===== src/rtl/rx_uart_bg.sv =====
// rx_uart_bg: 16x-oversampling UART receiver with an integrated baud tick generator.
// Recovers start / NB_DATA data bits (LSB first) / stop frames from i_rx and
// presents each byte with a one-cycle done pulse plus a frame-error flag.
module rx_uart_bg #(
    parameter int unsigned NB_DATA   = 8,
    parameter int unsigned SB_TICK   = 16,
    parameter int unsigned CLK_FREQ  = 50_000_000,
    parameter int unsigned BAUD_RATE = 19200
) (
    input  logic               i_clock,
    input  logic               i_reset,
    input  logic               i_rx,
    output logic [NB_DATA-1:0] o_data,
    output logic               o_rx_done_tick,
    output logic               o_frame_error
);

    localparam int unsigned M      = CLK_FREQ / (BAUD_RATE * 16);
    localparam int unsigned BR_W   = (M > 1) ? $clog2(M) : 1;
    localparam int unsigned TICK_W = (SB_TICK > 16) ? $clog2(SB_TICK) : 4;
    localparam int unsigned BIT_W  = (NB_DATA > 1) ? $clog2(NB_DATA) : 1;

    typedef enum logic [1:0] {
        IDLE  = 2'd0,
        START = 2'd1,
        DATA  = 2'd2,
        STOP  = 2'd3
    } state_t;

    // Two-flop synchronizer; resets to the idle (high) line level.
    logic sync1_q, sync2_q;
    logic rx_s;

    // Baud tick generator.
    logic [BR_W-1:0] br_q, br_d;
    logic            s_tick;

    // Receiver FSM state and datapath.
    state_t              state_q, state_d;
    logic [TICK_W-1:0]   tick_q, tick_d;
    logic [BIT_W-1:0]    bit_q, bit_d;
    logic [NB_DATA-1:0]  shreg_q, shreg_d;
    logic [NB_DATA-1:0]  data_q, data_d;
    logic                done_q, done_d;
    logic                ferr_q, ferr_d;

    assign rx_s = sync2_q;

    // Bring the asynchronous serial line into the clock domain.
    always_ff @(posedge i_clock or negedge i_reset) begin
        if (!i_reset) begin
            sync1_q <= 1'b1;
            sync2_q <= 1'b1;
        end else begin
            sync1_q <= i_rx;
            sync2_q <= sync1_q;
        end
    end

    // Free-running mod-M counter; s_tick marks its terminal count.
    always_comb begin
        s_tick = (br_q == BR_W'(M - 1));
        br_d   = s_tick ? '0 : br_q + BR_W'(1);
    end

    // Baud counter register.
    always_ff @(posedge i_clock or negedge i_reset) begin
        if (!i_reset) begin
            br_q <= '0;
        end else begin
            br_q <= br_d;
        end
    end

    // Next-state and datapath logic; only start detection ignores s_tick.
    always_comb begin
        state_d = state_q;
        tick_d  = tick_q;
        bit_d   = bit_q;
        shreg_d = shreg_q;
        data_d  = data_q;
        done_d  = 1'b0;
        ferr_d  = ferr_q;
        case (state_q)
            IDLE: begin
                if (!rx_s) begin
                    state_d = START;
                    tick_d  = '0;
                end
            end
            START: begin
                if (s_tick) begin
                    if (tick_q == TICK_W'(7)) begin
                        if (!rx_s) begin
                            state_d = DATA;
                            tick_d  = '0;
                            bit_d   = '0;
                        end else begin
                            state_d = IDLE;
                        end
                    end else begin
                        tick_d = tick_q + TICK_W'(1);
                    end
                end
            end
            DATA: begin
                if (s_tick) begin
                    if (tick_q == TICK_W'(15)) begin
                        shreg_d = {rx_s, shreg_q[NB_DATA-1:1]};
                        tick_d  = '0;
                        if (bit_q == BIT_W'(NB_DATA - 1)) begin
                            state_d = STOP;
                        end else begin
                            bit_d = bit_q + BIT_W'(1);
                        end
                    end else begin
                        tick_d = tick_q + TICK_W'(1);
                    end
                end
            end
            STOP: begin
                if (s_tick) begin
                    if (tick_q == TICK_W'(SB_TICK - 1)) begin
                        state_d = IDLE;
                        done_d  = 1'b1;
                        data_d  = shreg_q;
                        ferr_d  = ~rx_s;
                    end else begin
                        tick_d = tick_q + TICK_W'(1);
                    end
                end
            end
            default: begin
                state_d = IDLE;
            end
        endcase
    end

    // FSM and output registers.
    always_ff @(posedge i_clock or negedge i_reset) begin
        if (!i_reset) begin
            state_q <= IDLE;
            tick_q  <= '0;
            bit_q   <= '0;
            shreg_q <= '0;
            data_q  <= '0;
            done_q  <= 1'b0;
            ferr_q  <= 1'b0;
        end else begin
            state_q <= state_d;
            tick_q  <= tick_d;
            bit_q   <= bit_d;
            shreg_q <= shreg_d;
            data_q  <= data_d;
            done_q  <= done_d;
            ferr_q  <= ferr_d;
        end
    end

    assign o_data         = data_q;
    assign o_rx_done_tick = done_q;
    assign o_frame_error  = ferr_q;

endmodule

===== config.mk =====
export PLATFORM = sky130hd
export DESIGN_NAME = rx_uart_bg
export DESIGN_NICKNAME = d
export VERILOG_FILES = /design/src/rtl/rx_uart_bg.sv
export SDC_FILE = /design/constraint.sdc
export NUM_CORES = 1
export LEC_CHECK = 0
export ABC_CLOCK_PERIOD_IN_PS = 2300
export BUFFER_PORTS_ARGS = -buffer_cell sky130_fd_sc_hd__buf_2
export CAP_MARGIN = 20
export CORE_MARGIN = 2
export CORE_UTILIZATION = 55
export DETAILED_ROUTE_END_ITERATION = 8
export PLACE_DENSITY = 0.84
export SETUP_SLACK_MARGIN = 0.4
export SLEW_MARGIN = 40
export SYNTH_ARGS = -nofsm -noshare
export SYNTH_HDL_FRONTEND = slang
export SYNTH_SLANG_ARGS = --single-unit
export TNS_END_PERCENT = 20

===== constraint.sdc =====
create_clock -name i_clock -period 2.3 [get_ports i_clock]
set_input_delay 0.23 -clock i_clock [delete_from_list [all_inputs] [get_ports i_clock]]
set_output_delay 0.23 -clock i_clock [all_outputs]
set_load 0.03 [all_outputs]

==> results.yml, run 1 <==
worst_setup_path:
  r2r_setup_slack_ps: 390
  worst_r2r_startpoint: "br_q[1]"
  worst-setup-path-type: "flip-flop to flip-flop"
  endpoint_kind: "flip-flop"
  worst_r2r_path_depth: 7
  crit_arrival_ps: 2150
  startpoint_class_of_the_critical_path: "flip-flop"
  rr_endpoint: "shreg_q[2]"
  critPathMaxFanout: 8
  required_ps: 2540
placement:
  place_congestion: 0.836
  placement.io_buffers: 12
  detailedPlacementHpwl_um: 2060
  pre_cts_ws_ps: 245
  placement.cell_area_um2: 1840
layout:
  final_net_count: 175
  area_growth_syn_to_layout_pct: 16.4
  mostFrequentLayoutCells: "sky130_fd_sc_hd__dfrtp_1, sky130_fd_sc_hd__mux2_2, sky130_fd_sc_hd__nor2_1, sky130_fd_sc_hd__buf_2, sky130_fd_sc_hd__mux2_4"
  final_area_um2: 2010
  final_util_pct: 66.4
  layout-drive-gt1-share_pct: 35.7
  antenna_cells: 0
  most_common_cell_after_layout_fill_and_taps_aside: "sky130_fd_sc_hd__dfrtp_1"
routing:
  ant_nets: 0
  post_drt_via_cell_ratio: 5.65
  wl_um: 3080
  drc: 0
  route.detailed.wl_per_inst_um: 14.5
  drt_pass1_iterations: 4
  vias: 1197
  drt_iter0_drc: 55
sta:
  post-route-period-util_pct: 83.2
  setup_violations: 0
  report.final.hold_viol_count: 0
  grt_setup_unrepaired: "true"
  timing.final.crit_period_ps: 1910
  worst_setup_margin_ps: 386
  final-max-slew-violation-count: 0
  maxClockFrequency_ghz: 0.522
  fin_setup_tns_ps: 0
  slew-limit-headroom_pct: 70.0
  max_slew.worst_pin.slew_ps: 449
  finalClockSkew_ps: 6.99
clocking:
  worstSkewPairLatency_ps: 350
  cts_tree: "built"
  clock_root_buffer: "sky130_fd_sc_hd__clkbuf_4"
  clock_sinks: 37
  clock_buffers_created_by_tritoncts: 5
  clkSlewWorstSetupHoldPaths_ps: 110
  cts-htree-levels: 2
  max-clock-path-buffers: 2
synth:
  synth.yosys.seq_area_share_pct: 53.7
  ys_ff_latch: 37
  post-synth-top-area-cell: "sky130_fd_sc_hd__dfrtp_1"
  synth.cell_area_um2: 1730
  synthesis.area_per_instance_um2: 12.0
  netlist-cell-type-count: 37
  synth_area_leaders: "sky130_fd_sc_hd__dfrtp_1, sky130_fd_sc_hd__mux2_2, sky130_fd_sc_hd__ha_1, sky130_fd_sc_hd__dfstp_2, sky130_fd_sc_hd__xnor2_1"
  yosys_warn_count: 0
  netlist_instances: 144
  synthesis.nets: 152
  synth_top_area_share_pct: 50.7
run_status:
  run_status: "completed"
grt:
  first_global_vias: 1098
  grt_pass1_wl_um: 4720
  grt.overflow.total: 0
  grt_start_max_net_pins: 38
  antenna_found_initial: 0
  globalRouteTotalUtil_pct: 18.2
pwr:
  p_clk_share_pct: 33.4
  p_leak_uw: 0.000970
  internal-power_uw: 774
  power.density_cell_area_nw_per_um2: 503
  comb_power_share_pct: 2.0
  sequential_share_of_power_pct: 64.7
  power.switching_fraction_pct: 23.6
  vdd_ir_drop_max_uv: 307
  power.net_switching_uw: 239
floorplanning:
  initial_core_util_pct: 57.1
  floorplan.rows: 20
  die-width_um: 60.1
  die_h_um: 60.1
  core_region_area_um2: 3030
  die_area_um2: 3610
  io_pins: 13
job:
  cap_viol_max_count: 0
min_path:
  timing.hold.worst.class: "input port to asynchronous set/reset pin"
flip-flops by register name (all words and copies together) (netlist names), named ones only:
name	cells
state_q	1
tick_q	4
o_rx_done_tick	1
o_data	8
sync1_q	1
shreg_q	8
o_frame_error	1
rx_s	1
bit_q	3
br_q	8
layer usage:
| metal | routed length [um] | GRT usage (%) | vias up |
|---|---|---|---|
| met5 | 0 | 0 | - |
| met4 | 39 | 8.57 | 0 |
| met3 | 133 | 6.71 | 5 |
| met2 | 1530 | 29.2 | 31 |
| met1 | 1380 | 21.5 | 592 |
| li1 | - | - | 569 |
power by group through the flow:
stage          registers, uW  clock network, uW  logic, uW
2_1_floorplan            667                  0       2.91
3_3_place_gp             667                  0       16.9
3_5_place_dp             667                  0       17.9
4_1_cts                  655                348       20.5
5_1_grt                  655                374       23.8
6_report                 655                338       20.1
worst max path at each step:
stage                            end  startpoint
after floorplan           shreg_q[1]     br_q[1]
after global placement    shreg_q[5]     br_q[1]
after detailed placement  shreg_q[2]     br_q[1]
after CTS                  tick_q[0]   tick_q[0]
after global routing      shreg_q[2]     br_q[1]
final                     shreg_q[2]     br_q[1]
cell families after synthesis:
family	count (synthesis)	share of synthesized area [%]
compound gates	21	9.26
simple gates	42	13.7
mux	22	14.3
flops	37	53.7
fa+ha+maj	5	3.62
buf+inv	11	2.39
xor+xnor	6	3.04
what timing repair did:
action                                 in CTS  in global routing
setup endpoints to repair                  13                 14
pin swaps                                   1                  1
gates resized for setup                     2                 14
buffers inserted                            1                  3
hold buffers                                2                  0
endpoints found under the hold margin      36                  0
critical path, stage by stage (launching register included):
cell                      delay (ps)
sky130_fd_sc_hd__dfrtp_1         440
sky130_fd_sc_hd__inv_1            70
sky130_fd_sc_hd__ha_2            180
sky130_fd_sc_hd__and4b_2         290
sky130_fd_sc_hd__nand2_4         100
sky130_fd_sc_hd__nor3_4          250
sky130_fd_sc_hd__buf_12          160
sky130_fd_sc_hd__mux2_4          300
metrics by stage:
step                hold slack (ps)  total power (uW)  cells
floorplan                     -65.6               670    144
global placement                335               684    198
detailed placement              337               685    198
CTS                             363              1020    209
global route                    367              1050    212
finish                          364              1010    212
cells in the mapped netlist:
master                      instances
sky130_fd_sc_hd__clkbuf_1           4
sky130_fd_sc_hd__inv_1              7
sky130_fd_sc_hd__a22o_1             1
sky130_fd_sc_hd__o21a_1             1
sky130_fd_sc_hd__a21oi_1            1
sky130_fd_sc_hd__a31oi_1            1
sky130_fd_sc_hd__mux2_1             2
sky130_fd_sc_hd__a211o_1            1
sky130_fd_sc_hd__a221o_1            2
sky130_fd_sc_hd__nor2_1            12
sky130_fd_sc_hd__nand2_1            7
sky130_fd_sc_hd__and2_1             1
sky130_fd_sc_hd__nor2b_1            1
sky130_fd_sc_hd__nor4b_1            1
sky130_fd_sc_hd__and3_1             4
sky130_fd_sc_hd__nand4b_1           1
sky130_fd_sc_hd__nor3_1             1
sky130_fd_sc_hd__and4b_1            1
sky130_fd_sc_hd__nor3_4             1
sky130_fd_sc_hd__o21ai_0            6
sky130_fd_sc_hd__nor3_2             1
sky130_fd_sc_hd__nand4_1            3
sky130_fd_sc_hd__o2bb2ai_1          2
sky130_fd_sc_hd__nand3_1            5
sky130_fd_sc_hd__or3_4              1
sky130_fd_sc_hd__mux2i_1            1
sky130_fd_sc_hd__dfrtp_1           35
sky130_fd_sc_hd__xnor2_1            6
sky130_fd_sc_hd__and4_1             1
sky130_fd_sc_hd__nand2b_1           1
sky130_fd_sc_hd__o31a_1             1
sky130_fd_sc_hd__ha_1               5
sky130_fd_sc_hd__a41oi_1            3
sky130_fd_sc_hd__a211oi_2           1
sky130_fd_sc_hd__mux2_2            19
sky130_fd_sc_hd__a2bb2oi_1          1
sky130_fd_sc_hd__dfstp_2            2
area by class of cell:
| type | count | area, um2 |
|---|---|---|
| fillers | 233 | 1020 |
| clock inverters | 3 | 17.5 |
| well taps | 44 | 55.1 |
| inverters | 7 | 26.3 |
| flip-flops and latches | 37 | 932 |
| multi-input cells | 96 | 803 |
| clock buffers | 5 | 37.5 |
| repair buffers | 20 | 140 |
Note: power is estimated with default switching activity, not from simulation.
==> inputs of run 2 (changes only) <==
--- a/config.mk
+++ b/config.mk
@@ -5,11 +5,11 @@
 export SDC_FILE = /design/constraint.sdc
 export NUM_CORES = 1
 export LEC_CHECK = 0
-export ABC_CLOCK_PERIOD_IN_PS = 2300
+export ABC_CLOCK_PERIOD_IN_PS = 1600
 export BUFFER_PORTS_ARGS = -buffer_cell sky130_fd_sc_hd__buf_2
 export CAP_MARGIN = 20
 export CORE_MARGIN = 2
-export CORE_UTILIZATION = 55
+export CORE_UTILIZATION = 53
 export DETAILED_ROUTE_END_ITERATION = 8
 export PLACE_DENSITY = 0.84
 export SETUP_SLACK_MARGIN = 0.4
==> constraint.sdc (replaced) <==
create_clock -name i_clock -period 1.6 [get_ports i_clock]
set_input_delay 0.16 -clock i_clock [delete_from_list [all_inputs] [get_ports i_clock]]
set_output_delay 0.16 -clock i_clock [all_outputs]
set_load 0.03 [all_outputs]
==> run 2 against run 1 <==
The flow now finishes with violations (negative setup slack). Cell count increased by 15%. Critical endpoint is now tick_q[0]. Highest routed layer unchanged. Sequential share of layout area fell by 7.6 points. Clock skew grew 4.0 ps.
==> results.yml, run 2 (synthesized netlist as in run 1, its figures left out) <==
pwr:
  p_leak_uw: 0.00115
  power.density_cell_area_nw_per_um2: 607
  power.net_switching_uw: 341
  power.switching_fraction_pct: 23.4
  sequential_share_of_power_pct: 64.6
  internal-power_uw: 1120
  p_clk_share_pct: 33.1
  comb_power_share_pct: 2.3
  vdd_ir_drop_max_uv: 507
floorplanning:
  die_h_um: 61.1
  die-width_um: 61.1
  die_area_um2: 3740
  core_region_area_um2: 3080
  floorplan.rows: 20
  initial_core_util_pct: 56.2
  io_pins: 13
job:
  cap_viol_max_count: 0
sta:
  report.final.hold_viol_count: 0
  grt_setup_unrepaired: "true"
  slew-limit-headroom_pct: 70.2
  maxClockFrequency_ghz: 0.546
  hold_slack_ps: 352
  timing.final.crit_period_ps: 1830
  worst_setup_margin_ps: -230
  setup_violations: 25
  finalClockSkew_ps: 11.0
  post-route-period-util_pct: 114
  fin_setup_tns_ps: -3380
  final-max-slew-violation-count: 0
  max_slew.worst_pin.slew_ps: 446
clocking:
  clock_root_buffer: "sky130_fd_sc_hd__clkbuf_4"
  clock_buffers_created_by_tritoncts: 5
  cts-htree-levels: 2
  clock_sinks: 37
  cts_tree: "built"
  worstSkewPairLatency_ps: 350
  clkSlewWorstSetupHoldPaths_ps: 110
  max-clock-path-buffers: 2
layout:
  n_fill_cell: 170
  final_util_pct: 78.0
  antenna_cells: 0
  area_growth_syn_to_layout_pct: 38.8
  final_area_um2: 2400
  mostFrequentLayoutCells: "sky130_fd_sc_hd__dfrtp_1, sky130_fd_sc_hd__buf_4, sky130_fd_sc_hd__mux2_4, sky130_fd_sc_hd__buf_2, sky130_fd_sc_hd__nor2_1"
  most_common_cell_after_layout_fill_and_taps_aside: "sky130_fd_sc_hd__dfrtp_1"
  layout-drive-gt1-share_pct: 51.3
  final_net_count: 206
worst_setup_path:
  required_ps: 1850
  startpoint_class_of_the_critical_path: "flip-flop"
  worst-setup-path-type: "flip-flop to flip-flop"
  endpoint_kind: "flip-flop"
  crit_arrival_ps: 2080
  critPathMaxFanout: 3
routing:
  drc: 0
  ant_nets: 0
  drt_iter0_drc: 133
  vias: 1425
  route.detailed.wl_per_inst_um: 19.6
  post_drt_via_cell_ratio: 5.86
  drt_pass1_iterations: 4
  wl_um: 4760
grt:
  grt_pass1_wl_um: 6710
  grt_start_max_net_pins: 38
  first_global_vias: 1385
  antenna_found_initial: 0
  grt.overflow.total: 0
  globalRouteTotalUtil_pct: 25.5
min_path:
  timing.hold.worst.class: "input port to asynchronous set/reset pin"
placement:
  detailedPlacementHpwl_um: 2770
  pre_cts_ws_ps: -212
  place_congestion: 0.883
  placement.cell_area_um2: 2060
  placement.io_buffers: 12
run_status:
  run_status: "finished, violations left"
  failed_checks: "negative setup slack"
run 2: changes by cell type in the layout (fill, tap and decap cells not counted), sizes merged:
cell,before,now
buf,18,49
clkbuf,5,6
clkinvlp,1,0
run 2: worst max-delay path, stage by stage (launching register included):
cell and delay (ps):
sky130_fd_sc_hd__dfrtp_1 410, sky130_fd_sc_hd__or3_4 400, sky130_fd_sc_hd__o31a_1 320, sky130_fd_sc_hd__a221o_1 320, sky130_fd_sc_hd__mux2_4 290
run 2: area by class of cell:
type,instances,area (um2),share of cell area (%)
clock buffers,6,41.3,1.72
clock inverters,2,10.0,0.417
inverters,7,26.3,1.09
multi-input cells,96,950,39.6
flip-flops and latches,37,928,38.7
well taps,44,55.1,2.29
repair buffers,51,389,16.2
run 2: final timing paths:
check / endpoint / slack [ps] / cells after the start / start
worst max-delay path: tick_q[0] / -230 / 4 / br_q[2]
worst min-delay path: o_data[0] / 350 / 3 / i_reset
worst max register to register: tick_q[0] / -230 / 4 / br_q[2]
worst min register to register: rx_s / 360 / 0 / sync1_q
max in group asynchronous: sync1_q / 890 / 3 / i_reset
min in group i_clock: rx_s / 360 / 0 / sync1_q
run 2: what timing repair did:
action	CTS	global route
hold buffers	2	0
hold endpoints to repair	36	0
setup endpoints to repair	34	34
setup buffers	2	6
resized for setup	27	21
pin swaps	12	6
run 2: power by group through the flow:
stage	Sequential, uW	Combinational, uW	Clock (uW)
after floorplan	959	4.18	0
after global placement	959	25.8	0
after detailed placement	959	27.0	0
after CTS	941	31.6	476
after global routing	942	38.4	527
final	942	33.7	482
run 2: metal layers:
layer	GRT usage [%]	vias to the layer above	part of all wire [%]
met5	0	-	0
met4	10.2	0	3.7
met3	8.40	24	6.7
met2	42.2	78	50
met1	30.7	696	40
li1	-	627	-
run 2: through the flow:
stage,power [uW],cells
finish,1460,243
CTS,1450,237
floorplan,963,144
detailed placement,986,225
global placement,985,225
global route,1510,243
